`src/rtl/trace_pkg.sv`:
```
`default_nettype none
// ============================================================================
// Module   : trace_pkg
// Brief    : Shared record kinds, record width and drop-FSM encodings.
// Revision : 1.0
// ============================================================================
package trace_pkg;

    localparam logic [1:0] TK_REG   = 2'd0;
    localparam logic [1:0] TK_MEM   = 2'd1;
    localparam logic [1:0] TK_REGHI = 2'd2;

    localparam int SEQ_W_DEFAULT = 16;
    localparam int REC_W         = 2 + 32 + 32 + SEQ_W_DEFAULT;

    // Record width for an arbitrary sequence-number width.
    function automatic int rec_width(input int seq_w);
        return 2 + 32 + 32 + seq_w;
    endfunction

    typedef enum logic [0:0] {
        ST_OK   = 1'b0,
        ST_LOSS = 1'b1
    } drop_state_t;

endpackage
`default_nettype wire

```
`src/rtl/trace_fifo.sv`:
```
`default_nettype none
// ============================================================================
// Module   : trace_fifo
// Brief    : Show-ahead FIFO accepting 0-3 pushes and one pop per cycle.
// Revision : 1.0
// ============================================================================
module trace_fifo #(
    parameter  int DEPTH = 16,
    parameter  int W     = 8,
    localparam int PTR_W = $clog2(DEPTH)
) (
    input  logic             clk,
    input  logic             reset,
    input  logic             i_flush,
    input  logic [1:0]       i_push_n,
    input  logic [W-1:0]     i_din0,
    input  logic [W-1:0]     i_din1,
    input  logic [W-1:0]     i_din2,
    input  logic             i_pop,
    output logic [W-1:0]     o_dout,
    output logic [PTR_W:0]   o_count
);

    logic [W-1:0]     r_mem [DEPTH];
    logic [PTR_W-1:0] r_wr_ptr;
    logic [PTR_W-1:0] r_rd_ptr;
    logic [PTR_W:0]   r_count;
    logic             w_pop;
    logic [PTR_W-1:0] w_wr_ptr1;
    logic [PTR_W-1:0] w_wr_ptr2;

    assign w_pop     = i_pop && (r_count != '0);
    assign w_wr_ptr1 = r_wr_ptr + PTR_W'(1);
    assign w_wr_ptr2 = r_wr_ptr + PTR_W'(2);

    always_ff @(posedge clk) begin
        if (!reset || i_flush) begin
            r_wr_ptr <= '0;
            r_rd_ptr <= '0;
            r_count  <= '0;
        end else begin
            r_wr_ptr <= r_wr_ptr + PTR_W'(i_push_n);
            r_rd_ptr <= r_rd_ptr + PTR_W'(w_pop);
            r_count  <= r_count + (PTR_W+1)'(i_push_n) - (PTR_W+1)'(w_pop);
        end
    end

    // Storage is not reset; the top gates outputs while the FIFO is empty.
    always_ff @(posedge clk) begin
        if (reset && !i_flush) begin
            if (i_push_n >= 2'd1) r_mem[r_wr_ptr]  <= i_din0;
            if (i_push_n >= 2'd2) r_mem[w_wr_ptr1] <= i_din1;
            if (i_push_n == 2'd3) r_mem[w_wr_ptr2] <= i_din2;
        end
    end

    assign o_dout  = r_mem[r_rd_ptr];
    assign o_count = r_count;

endmodule
`default_nettype wire

```
`src/rtl/wb_trace_unit.sv`:
```
`default_nettype none
// ============================================================================
// Module   : wb_trace_unit
// Brief    : Captures core register/memory writes as sequenced trace records.
// Revision : 1.0
// ============================================================================
module wb_trace_unit
    import trace_pkg::*;
#(
    parameter int DEPTH = 16,
    parameter int SEQ_W = 16
) (
    input  logic             clk,
    input  logic             reset,
    input  logic             trace_en,
    input  logic             flush,
    input  logic             RegWrite,
    input  logic [3:0]       Rd,
    input  logic [3:0]       Ra,
    input  logic [31:0]      Result,
    input  logic [31:0]      ResultHi,
    input  logic             IsLongMul,
    input  logic             MemWrite,
    input  logic [31:0]      Adr,
    input  logic [31:0]      WriteData,
    output logic             trace_valid,
    input  logic             trace_ready,
    output logic [1:0]       trace_kind,
    output logic [31:0]      trace_tag,
    output logic [31:0]      trace_data,
    output logic [SEQ_W-1:0] trace_seq,
    output logic             overflow,
    output logic [15:0]      drop_cnt
);

    localparam int             W_REC     = rec_width(SEQ_W);
    localparam int             PTR_W     = $clog2(DEPTH);
    localparam logic [PTR_W:0] DEPTH_CNT = (PTR_W+1)'(DEPTH);

    logic             w_mem_ev;
    logic             w_reg_ev;
    logic             w_hi_ev;
    logic [1:0]       w_n;
    logic [PTR_W:0]   w_count;
    logic [PTR_W:0]   w_free;
    logic             w_fits;
    logic             w_accept;
    logic             w_drop;
    logic [1:0]       w_push_n;
    logic             w_pop;
    logic [W_REC-1:0] w_din0;
    logic [W_REC-1:0] w_din1;
    logic [W_REC-1:0] w_din2;
    logic [W_REC-1:0] w_dout;
    logic [SEQ_W-1:0] w_seq1;
    logic [SEQ_W-1:0] w_seq2;

    logic [SEQ_W-1:0] r_seq;
    logic             r_overflow;
    logic [15:0]      r_drop_cnt;
    drop_state_t      r_state;
    drop_state_t      w_state_nxt;
    logic             w_drop_inc;

    assign w_mem_ev = trace_en & MemWrite;
    assign w_reg_ev = trace_en & RegWrite;
    assign w_hi_ev  = w_reg_ev & IsLongMul;
    assign w_n      = {1'b0, w_mem_ev} + {1'b0, w_reg_ev} + {1'b0, w_hi_ev};

    // Free space is judged on the start-of-cycle count; a same-cycle pop gives no credit.
    assign w_free   = DEPTH_CNT - w_count;
    assign w_fits   = w_free >= (PTR_W+1)'(w_n);
    assign w_accept = !flush && w_fits;
    assign w_drop   = !flush && !w_fits;
    assign w_push_n = w_accept ? w_n : 2'd0;
    assign w_pop    = trace_valid & trace_ready;

    assign w_seq1 = r_seq + SEQ_W'(1);
    assign w_seq2 = r_seq + SEQ_W'(2);

    always_comb begin
        w_din0 = '0;
        w_din1 = '0;
        w_din2 = '0;
        if (w_mem_ev) begin
            w_din0 = {TK_MEM,   Adr,          WriteData, r_seq};
            w_din1 = {TK_REG,   {28'd0, Rd},  Result,    w_seq1};
            w_din2 = {TK_REGHI, {28'd0, Ra},  ResultHi,  w_seq2};
        end else begin
            w_din0 = {TK_REG,   {28'd0, Rd},  Result,    r_seq};
            w_din1 = {TK_REGHI, {28'd0, Ra},  ResultHi,  w_seq1};
        end
    end

    trace_fifo #(
        .DEPTH (DEPTH),
        .W     (W_REC)
    ) u_fifo (
        .clk      (clk),
        .reset    (reset),
        .i_flush  (flush),
        .i_push_n (w_push_n),
        .i_din0   (w_din0),
        .i_din1   (w_din1),
        .i_din2   (w_din2),
        .i_pop    (w_pop),
        .o_dout   (w_dout),
        .o_count  (w_count)
    );

    always_ff @(posedge clk) begin
        if (!reset) begin
            r_seq <= '0;
        end else begin
            r_seq <= r_seq + SEQ_W'(w_push_n);
        end
    end

    always_ff @(posedge clk) begin
        if (!reset) begin
            r_state <= ST_OK;
        end else begin
            r_state <= w_state_nxt;
        end
    end

    always_comb begin
        w_state_nxt = r_state;
        w_drop_inc  = w_drop && (r_drop_cnt != 16'hFFFF);
        unique case (r_state)
            ST_OK:   if (w_drop) w_state_nxt = ST_LOSS;
            ST_LOSS: if (w_accept && (w_n != 2'd0)) w_state_nxt = ST_OK;
            default: w_state_nxt = ST_OK;
        endcase
    end

    always_ff @(posedge clk) begin
        if (!reset) begin
            r_overflow <= 1'b0;
            r_drop_cnt <= '0;
        end else begin
            if (w_drop)     r_overflow <= 1'b1;
            if (w_drop_inc) r_drop_cnt <= r_drop_cnt + 16'd1;
        end
    end

    assign trace_valid = (w_count != '0);
    assign {trace_kind, trace_tag, trace_data, trace_seq} = trace_valid ? w_dout : '0;
    assign overflow    = r_overflow;
    assign drop_cnt    = r_drop_cnt;

endmodule
`default_nettype wire

```
`config.mk`:
```
export PLATFORM = sky130hd
export DESIGN_NAME = wb_trace_unit
export DESIGN_NICKNAME = d
export VERILOG_FILES = /design/src/rtl/trace_pkg.sv /design/src/rtl/trace_fifo.sv /design/src/rtl/wb_trace_unit.sv
export SDC_FILE = /design/constraint.sdc
export NUM_CORES = 2
export LEC_CHECK = 0
export BUFFER_PORTS_ARGS = -buffer_cell sky130_fd_sc_hd__buf_4
export CORE_ASPECT_RATIO = 0.9
export CORE_MARGIN = 5
export CORE_UTILIZATION = 35
export CTS_BUF_LIST = sky130_fd_sc_hd__clkbuf_4
export DETAILED_ROUTE_END_ITERATION = 10
export PLACE_DENSITY_LB_ADDON = 0.05
export SLEW_MARGIN = 5
export SYNTH_ARGS = -nofsm -noshare
export SYNTH_HDL_FRONTEND = slang
export SYNTH_SLANG_ARGS = --single-unit
export TNS_END_PERCENT = 50
```
`constraint.sdc`:
```
create_clock -name clk -period 15.8 [get_ports clk]
set_input_delay 1.58 -clock clk [delete_from_list [all_inputs] [get_ports clk]]
set_output_delay 1.58 -clock clk [all_outputs]
set_load 0.005 [all_outputs]
```
* After elaboration in Yosys (flattened, before gate mapping)
Memories as Yosys holds them, arrays and structs flattened. A register that Yosys moved wholly into a read port is not among the register bits.
Cells that the tools add are included.
** Word-level totals
- Register bits after elaboration :: 46
- RAM bits :: 1312
- Input port bits :: 144
- Word-level logic and storage cells :: 54
- Memories :: 1
** Memories
- u_fifo.r_mem :: depth 16, width 82, rd ports 1, clocked after memory_dff 1, wr ports 3, line trace_fifo.sv:24 : logic [W-1:0] r_mem [DEPTH];
** Operators by class
- $add $sub $neg :: 13
- $lt $le $gt $ge :: 3
- Equal/unequal tests :: 2
- Multiplexer cells :: 15
- Bitwise logic cells :: 4
- Reduce and logical (&&, ||, !) cells :: 10
** Operator list (count)
- $mux 82 :: 3
- $mux 81 :: 1
- $add 16x1->16 const B :: 2
- $add 16x2->16 :: 1
- $add 16x2->16 const B :: 1
- $ne 16x16->1 const B :: 1
- $mux 1 :: 9
- $add 5x2->5 :: 1
- $ge 5x2->1 :: 1
- $logic_and 1x1->1 :: 5
- $reduce_bool 5->1 :: 1
- $sub 5x1->5 :: 1
- $sub 5x5->5 const A :: 1
- $add 4x1->4 :: 1
- $add 4x1->4 const B :: 1
- $add 4x2->4 :: 1
- $add 4x2->4 const B :: 1
- $and 1x1->1 :: 4
- $mux 4 :: 1
- $logic_not 1->1 :: 3
- $add 1x1->2 :: 1
- $add 2x1->2 :: 1
- $eq 2x2->1 const B :: 1
- $ge 2x1->1 const B :: 1
- other kinds (3) :: 3

* Longest topological paths before layout
- Depth in word-level cells :: 10
- Gate-level depth with buffers :: 28
- Mapped depth without buffers :: 21

* Modules after synthesis
From an unflattened synthesis, not the netlist that was laid out.
** Second synthesis, totals
- Cell total of the unflattened synthesis :: 7792
- Area, all modules :: 81809.7 µm²
** By module, submodules not included
- trace_fifo :: times used 1, cells each 7246, area an instance 77668.2 µm², sequential area each 39658.0 µm²
- wb_trace_unit :: times used 1, cells each 546, area an instance 4141.5 µm², sequential area each 660.6 µm²

* Worst setup path after synthesis
Ideal clock, no wire load.
- Path kind :: input to register
- Start point :: in MemWrite
- End point :: mem u_fifo.r_mem[14][0] (netlist bit), enable pin
- Setup time :: 0.752 ns
- Data arrival time :: 6.513 ns
- Setup slack :: 8.535 ns
- Cell stages on the path :: 15
- Buffers on the path :: 6
- Path through :: and2_1 clkbuf_1 inv_2 clkbuf_1 buf_1 fa_1 inv_1 ha_1 nand2b_1 a221o_1 buf_2 o311ai_0 clkbuf_1 clkbuf_1 nand3_1
** RTL lines
- start, declared :: line wb_trace_unit.sv:23 : input logic MemWrite,
- end, declared :: line trace_fifo.sv:24

==> results_dict.tcl <==
set metrics [dict create \
    root_buffer "clkbuf_4" \
    io_buffers 243 \
    ys_seq_area_frac 0.510 \
    die_h_um 434 \
    cap_violations 0 \
    routedWlPerCell_um 33.8 \
    grt_pass1_wl_mm 448 \
    grt_start_max_net_pins 106 \
    grt_antenna_before_repair 22 \
    grt_pass1_vias 57300 \
    synth.avg_cell_area_um2 10.6 \
    grt.total_usage 0.300 \
    peakVddDrop_v 0.0000855 \
    cts_resized 0 \
    tightest_slew_ns 1.36 \
    power_density_nw_per_um2 109 \
    cp_max_fo 61 \
    max_freq_mhz 134 \
    synth_seq_cells 1358 \
    dp_hpwl_mm 178 \
    final.setup.tns_ns 0 \
    cp-end-kind "output pin" \
    ios 244 \
    synth.largest_area_cell "edfxtp_1" \
    syn_area_um2 69900 \
    cts_tree "done" \
    synthesis.nets 6758 \
    wirelength_mm 322 \
    cts_sinks 1358 \
    slew_viol_final 0 \
    ys.flop_type "edfxtp_1" \
    fp.dieW_um 481 \
    die_area_um2 209000 \
    rows 155 \
    synth.distinct_cells 60 \
    fin_crit_sh 0.471 \
    final_antenna_net_count 0 \
    path_clk_slew_ns 0.05 \
    maxSlewHeadroom 0.0870 \
    worstPathRequired_ns 14.22 \
    numCtsBuffers 397 \
    place_ws_ns 7.91 \
    drt_iter0_drc 7518 \
    rsz0062_at_grt "false" \
    post-cts-setup-buffers 0 \
    grt-ovfl-total 0 \
    drtPass1Iterations 6 \
    core_region_area_um2 199000 \
    period_needed_ns 7.45 \
    nets 6758 \
    critPathArrivalTime_ns 5.87 \
    synth_edf_count 848 \
    dr_total_vias 59600 \
    h-tree-depth 5 \
    drc 0 \
    worst_skew_pair.late_latency_ns 1.37 \
    synth_top_area_frac 0.364 \
    finalWorstSetupSlack_ns 8.35 \
    crit_type "flip-flop to output pin" \
    hold_violations 0 \
    synth_cells 6589 \
    gp_congestion 0.866 \
    synth-async-reset-ratio 0 \
    final-setup-viol-count 0 \
    cts_buffer_depth 4 \
    start_kind "flip-flop" \
    drive_above_1_share 0.223 \
    holdBufCountCts 0 \
    viasPerCell 6.24 \
    hold_path.class "flip-flop to flip-flop" \
    status "finished clean" \
    fin_skew_ns 0.100 \
    p_leak_nw 25.4 \
    synth.area.top_cells "edfxtp_1 (36%), dfxtp_1 (15%), mux4_2 (13%), nand2_1 (8.0%), a22oi_1 (5.1%)" \
    hold-worst-slack_ns 0.449 \
    synth_warnings 0 \
    start_util 0.352 \
    area_delta_synth_final_pct 12.5 \
]
## cell type report
class                      instances  area, µm²
sequential                      1358      35700
clock buffer                     596       4470
inverter                          25        101
timing repair buffer             398       3010
multi-input combinational       4409      31700
clock inverter                    69        319
fill                           19500     120000
tap                             2669       3340
antenna                           16       40.0
## Yosys cell counts (44+ instances only)
master / number
a21oi_1: 460
a22oi_1: 476
and2_1: 108
buf_1: 63
buf_2: 65
clkbuf_1: 665
dfxtp_1: 510
edfxtp_1: 848
mux2i_1: 69
mux4_2: 410
nand2_1: 1492
nand3_1: 44
nor2_1: 140
o21ai_0: 520
o221ai_1: 301
## state kept, by name, summed over array words and instances (netlist names)
signal and count:
u_fifo.o_count 5, u_fifo.r_rd_ptr 4, overflow 1, drop_cnt 16, u_fifo.r_mem 1312, r_seq 16, u_fifo.r_wr_ptr 4
## critical path: stages (launching register included)
cell and delay [ns]:
dfxtp_4 1.08, buf_4 0.99, buf_4 0.94, mux4_2 0.43, mux4_2 0.56, and2_1 0.19
buf_4 0.13
## cell usage in the layout (no fill, tap or decap), types with 7 or more instances in the layout
cell	count
a221o_1	8
dfxtp_1	506
a22oi_1	476
o211ai_1	7
mux2i_1	69
nand2_1	1473
nand2_2	17
nand2b_1	18
ha_1	21
clkbuf_4	596
diode_2	16
and2_1	104
a21boi_0	10
nor2_1	134
mux4_2	410
o21ai_0	520
xnor2_1	31
a21oi_1	460
nand3_4	18
inv_1	23
edfxtp_1	848
clkinv_1	60
xor2_1	22
o221ai_1	301
nand3_1	26
or3_1	17
o21ai_1	18
a2bb2oi_1	15
a31oi_1	17
o22ai_1	12
or2_2	8
buf_4	396
and3_1	37
nor3_1	28
nand4_1	25
nor4_4	16
nor2b_1	9
## cell families after synthesis
logic type	count (synthesis)	share of synthesized area
AND/OR/NAND/NOR	1985	0.120
flip-flops	1358	0.510
AO/OA/AOI/OAI	1867	0.171
adder cells (fa/ha/maj)	25	0.00490
XOR/XNOR	53	0.00664
multiplexers	479	0.142
buffers and inverters	822	0.0455
## path summary, 6_finish.rpt
kind	depth (start not counted)	to	slack (ns)	start
setup reg to reg	13	u_fifo.r_mem[10][12]	10.16	u_fifo.o_count[2]
setup / recovery	6	trace_data[17]	8.35	u_fifo.r_rd_ptr[1]
hold reg to reg	2	u_fifo.r_mem[11][71]	0.45	u_fifo.r_mem[11][71]
hold / removal	2	u_fifo.r_mem[11][71]	0.45	u_fifo.r_mem[11][71]
## routing by layer
layer / routed length, µm / track usage / vias to the layer above
met2: 142000 / 0.453 / 3637
met1: 135000 / 0.421 / 30300
met5: 7 / 0 / -
li1: - / - / 25000
met4: 11800 / 0.107 / 2
met3: 32500 / 0.0700 / 684
## per-stage QoR
stage / instances / utilization / power [mW] / cell area (µm²)
floorplan: 6589 / - / 4.68 / 69900
global placement: 8859 / 0.372 / 5.30 / 73900
detailed placement: 8859 / 0.372 / 5.30 / 73900
CTS: 9524 / 0.396 / 8.67 / 78700
global route: 9535 / 0.396 / 8.94 / 78700
finish: 9540 / 0.396 / 8.58 / 78700
## where the power goes
| group | internal [mW] | switching, mW |
|---|---|---|
| logic | 0.541 | 0.834 |
| registers | 3.80 | 0.0447 |
| clock network | 1.73 | 1.63 |
No activity file was read; power rests on OpenSTA's default activity.
